===== config.mk =====
export PLATFORM = sky130hd
export DESIGN_NAME = product_accumulator
export DESIGN_NICKNAME = d
export VERILOG_FILES = /design/src/rtl/product_acc_pkg.sv /design/src/rtl/rise_detect.sv /design/src/rtl/product_accumulator.sv
export SDC_FILE = /design/constraint.sdc
export NUM_CORES = 1
export LEC_CHECK = 0
export ABC_AREA = 1
export CORE_MARGIN = 10
export CORE_UTILIZATION = 50
export CTS_CLUSTER_SIZE = 12
export DETAILED_ROUTE_END_ITERATION = 12
export HOLD_SLACK_MARGIN = 0.05
export PLACE_DENSITY = 0.89
export SYNTH_ARGS = -nofsm -noshare
export SYNTH_HDL_FRONTEND = slang
export SYNTH_SLANG_ARGS = --single-unit

===== constraint.sdc =====
create_clock -name clk -period 2.2 [get_ports clk]
set_clock_uncertainty 0.1 [all_clocks]
set_input_delay 0.66 -clock clk [delete_from_list [all_inputs] [get_ports clk]]
set_output_delay 0.66 -clock clk [all_outputs]
set_load 0.05 [all_outputs]

===== src/rtl/product_acc_pkg.sv =====
// Shared types and defaults for the product accumulator.
// Build option: PRODUCT_ACC_SAT_EN selects saturating accumulation.
package product_acc_pkg;

  localparam int PROD_W_DEF   = 10;
  localparam int ACC_W_DEF    = 12;
  localparam int NUM_PROD_DEF = 8;

  typedef enum logic [1:0] {
    IDLE  = 2'd0,
    ACCUM = 2'd1,
    HOLD  = 2'd2
  } state_t;

endpackage


===== src/rtl/rise_detect.sv =====
// Registered 0->1 detector for level-style completion signals.
// RST_VAL=1 keeps a level already high at reset release from counting.
module rise_detect #(
  parameter logic RST_VAL = 1'b1
) (
  input  logic clk,
  input  logic rst,
  input  logic level,
  output logic rise
);

  logic level_d;

  always_ff @(posedge clk) begin
    if (rst) level_d <= RST_VAL;
    else     level_d <= level;
  end

  assign rise = level & ~level_d;

endmodule


===== src/rtl/product_accumulator.sv =====
// Sums NUM_PROD multiplier products per burst, hands result out on valid/ready.
// Build option: PRODUCT_ACC_SAT_EN clamps on overflow, otherwise wraps.
module product_accumulator
  import product_acc_pkg::*;
#(
  parameter int PROD_W   = PROD_W_DEF,
  parameter int ACC_W    = ACC_W_DEF,
  parameter int NUM_PROD = NUM_PROD_DEF
) (
  input  logic              clk,
  input  logic              rst,
  input  logic              start,
  input  logic [PROD_W-1:0] prod_in,
  input  logic              prod_on,
  output logic [ACC_W-1:0]  acc_out,
  output logic              acc_valid,
  input  logic              acc_ready,
  output logic              busy,
  output logic              ovf,
  output logic              drop_err
);

  localparam int CNT_W = $clog2(NUM_PROD + 1);
  localparam logic [CNT_W-1:0] LAST = CNT_W'(NUM_PROD - 1);
  localparam logic [ACC_W-1:0] ACC_MAX = '1;

  state_t           state;
  logic [ACC_W-1:0] acc;
  logic [CNT_W-1:0] count;
  logic             hit;
  logic [ACC_W:0]   sum;
  logic             carry;
  logic [ACC_W-1:0] acc_nxt;

  rise_detect #(
    .RST_VAL(1'b1)
  ) u_rise (
    .clk  (clk),
    .rst  (rst),
    .level(prod_on),
    .rise (hit)
  );

  assign sum   = {1'b0, acc} + (ACC_W + 1)'(prod_in);
  assign carry = sum[ACC_W];

`ifdef PRODUCT_ACC_SAT_EN
  // Once clamped, any further product carries again, so acc stays at max.
  assign acc_nxt = carry ? ACC_MAX : sum[ACC_W-1:0];
`else
  assign acc_nxt = sum[ACC_W-1:0];
`endif

  assign acc_out = acc;

  always_ff @(posedge clk) begin
    if (rst) begin
      state     <= IDLE;
      acc       <= '0;
      count     <= '0;
      ovf       <= 1'b0;
      drop_err  <= 1'b0;
      acc_valid <= 1'b0;
      busy      <= 1'b0;
    end else begin
      unique case (state)
        IDLE: begin
          if (start) begin
            state    <= ACCUM;
            busy     <= 1'b1;
            acc      <= '0;
            count    <= '0;
            ovf      <= 1'b0;
            drop_err <= 1'b0;
          end
        end
        ACCUM: begin
          // start wins over a coincident product edge
          if (start) begin
            acc      <= '0;
            count    <= '0;
            ovf      <= 1'b0;
            drop_err <= 1'b0;
          end else if (hit) begin
            acc   <= acc_nxt;
            count <= count + 1'b1;
            if (carry) ovf <= 1'b1;
            if (count == LAST) begin
              state     <= HOLD;
              acc_valid <= 1'b1;
            end
          end
        end
        HOLD: begin
          if (hit) drop_err <= 1'b1;
          if (acc_ready) begin
            state     <= IDLE;
            acc_valid <= 1'b0;
            busy      <= 1'b0;
          end
        end
        default: begin
          state     <= IDLE;
          acc_valid <= 1'b0;
          busy      <= 1'b0;
        end
      endcase
    end
  end

endmodule


==> out/qor.yml <==
outcome:
  status: "finished, final reports clean"
floorplanning:
  dieArea_sq_mm: 0.00554
  pin_count: 31
  placementRows: 19
  core_region_area_sq_mm: 0.00281
  start_util: 0.528
  die_x_microns: 74.4
  die_y_microns: 74.4
drt:
  vias: 1585
  drt_wl_total_mm: 3.69
  ant_nets: 0
  vias_per_cell: 5.15
  drtIter0Drc: 91
  detail_route.wl_per_cell_microns: 12.0
  drt_first_pass_iters: 4
  drc: 0
setup_path:
  critPathKind: "in2reg"
  worst-r2r-setup-slack_ns: 0.42
  crit_fanout: 4
  critPathLaunch: "prod_in[3]"
  start_kind: "input pin"
  reg2reg_from: "acc_out[0]$_SDFFE_PP0P_"
  end_kind: "flip-flop"
  reg2regPathDepth: 10
  arrival_ns: 2.23
  r2r-end: "acc_out[10]$_SDFFE_PP0P_"
  worstPathRequired_ns: 2.32
place:
  dp_slack_ns: -0.414
  portBuffers: 30
  dp_hpwl_mm: 2.92
  postPlaceCellArea_sq_mm: 0.00190
  finalWeightedCongestion: 0.891
clocking:
  htreeDepth: 1
  clk_path_buf_depth: 2
  clock_sinks: 23
  path_clk_slew_ns: 0.13
  postCtsHoldBufs: 0
  ctsRootBufferMaster: "clkbuf_4"
  clock_latency_ns: 0.31
  cts_made_buffers: 3
  cts_tree: "done"
yosys:
  synth_seq_cells: 23
  yosysTopAreaCellShare: 0.311
  synth_top_family_by_area: "simple AND/OR/NAND/NOR gates"
  netlist_area_sq_mm: 0.00148
  yosys.area_share.xor_xnor: 0.0118
  syn_area_per_cell_sq_um: 6.58
  ys_warn_count: 0
  synth-compound-area-share: 0.139
  synth_area_leader_cell: "dfxtp_1"
  ys_seq_area_frac: 0.311
  synth_fa_ha_area_frac: 0.107
  synth_simple_gate_area_frac: 0.340
  synthCells: 225
  synth_nets: 252
  yosysUniqueCellTypes: 26
  ys_top_cells_by_area: "dfxtp_1, nand2_1, ha_1"
  synthMuxAreaShare: 0
pwr:
  vdd_drop_max_uv: 703
  power.density_mw_per_mm2: 649
  cellLeakagePower_nw: 0.990
  total_power_mw: 1.28
finish:
  diodes: 0
  multi_input_area_sq_um: 916
  drive_gt1_frac: 0.217
  syn2layout_area_growth_pct: 33.1
  regArea_sq_um: 460
  nNetsFinal: 305
  n_fill_cell: 252
  fin_area_sq_mm: 0.00197
timing:
  max_slew.worst_pin.slew_ns: 0.419
  layout_setup_ws_ns: 0.0887
  hold_ws_ns: 0.365
  slew_headroom: 0.720
  maxSlewViolCount: 0
  grt_setup_unrepaired: "no"
  finalCritPeriodShare: 0.960
  hold_violations: 0
  fmax_ghz: 0.474
  min_period_ns: 2.11
  setup_viol: 0
run:
  maxCapViolations: 0
min_path:
  holdCritStartpoint: "ovf$_SDFFE_PP0P_"
  whs_path_depth: 2
  worstHoldPathType: "reg2reg"
  min_to: "ovf$_SDFFE_PP0P_"
global_route:
  grt_pass1_wl_mm: 6.34
  first_global_vias: 1485
  grt_use_total: 0.137
  antenna_found_initial: 0
  overflow: 0
  grt_max_degree: 14
## cells in the mapped netlist, drive strengths merged
cell type	instances
nand2	71
a21oi	27
inv	27
dfxtp	23
nor2	23
nand3	16
ha	11
o21ai	8
nand3b	4
buf	2
o21bai	2
or2	2
xor2	2
and3	1
clkbuf	1
clkinv	1
fa	1
nand4	1
nor3	1
o31ai	1
## layer usage
metal	vias up	global-route usage	wire, microns
li1	829	-	-
met1	706	0.173	1700
met2	48	0.224	1700
met3	2	0.0359	277
met4	0	0.0420	16
met5	-	0	0
## logic make-up after synthesis
| group | after synthesis |
|---|---|
| compound gates | 38 |
| xor+xnor | 2 |
| fa+ha+maj | 12 |
| buf+inv | 31 |
| flops | 23 |
| simple gates | 119 |
## cell usage in the layout (no fill, tap or decap), drive strengths merged, types with 3 or more instances in the layout
master,count
o21ai,8
clkdlybuf4s50,13
clkbuf,3
nand3,16
a21oi,27
nand3b,4
ha,11
nor2,23
dfxtp,23
nand2,71
inv,27
buf,37
## final cells by class
class / instances / area share
Multi-Input combinational cell: 171 / 0.465
Sequential cell: 23 / 0.234
Timing Repair Buffer: 51 / 0.213
Inverter: 28 / 0.0540
Tap cell: 31 / 0.0197
Clock buffer: 3 / 0.0114
Clock inverter: 1 / 0.00254
## worst max-delay path by stage
stage                               end  slack [ns]
4_1_cts        acc_out[10]$_SDFFE_PP0P_       0.008
3_3_place_gp   acc_out[10]$_SDFFE_PP0P_       -0.30
5_1_grt         acc_out[8]$_SDFFE_PP0P_       0.002
3_5_place_dp   acc_out[10]$_SDFFE_PP0P_       -0.41
2_1_floorplan  acc_out[10]$_SDFFE_PP0P_        0.14
6_report       acc_out[10]$_SDFFE_PP0P_        0.09
## per-stage QoR
stage | instances | TNS (ns) | utilization
3_5_place_dp | 303 | -2.59 | 0.677
5_1_grt | 308 | 0 | 0.702
4_1_cts | 307 | 0 | 0.690
6_report | 308 | 0 | 0.702
3_3_place_gp | 303 | -1.93 | 0.677
2_1_floorplan | 225 | 0 | -
## sequential cells by signal, indices dropped and copies added (netlist names)
register and count:
acc_out 12, acc_valid 1, busy 1, count 4, drop_err 1, ovf 1, state 2, u_rise.level_d 1
## critical path, cell delays in order
cell             delay (ns)
clkdlybuf4s50_1        0.40
ha_1                   0.36
a21oi_1                0.22
nand2_2                0.11
nand2_2                0.10
nand2_2                0.06
nand2_2                0.07
nand2_2                0.06
a21oi_2                0.14
nor2_1                 0.05
## power by group
| group | leakage, nW | total, mW | switching (mW) | internal, mW |
|---|---|---|---|---|
| Sequential | 0.187 | 0.494 | 0.0307 | 0.463 |
| Clock | 0.0177 | 0.200 | 0.132 | 0.0679 |
| Combinational | 0.785 | 0.585 | 0.358 | 0.228 |
## timing repair
| item | 4_1_cts | 5_1_grt |
|---|---|---|
| resized for setup | 3 | 9 |
| setup buffers | 0 | 1 |
| pin swaps | 0 | 5 |
| setup endpoints to repair | 3 | 5 |
| gates cloned | 0 | 0 |
Power figures use the tool's default switching activity.
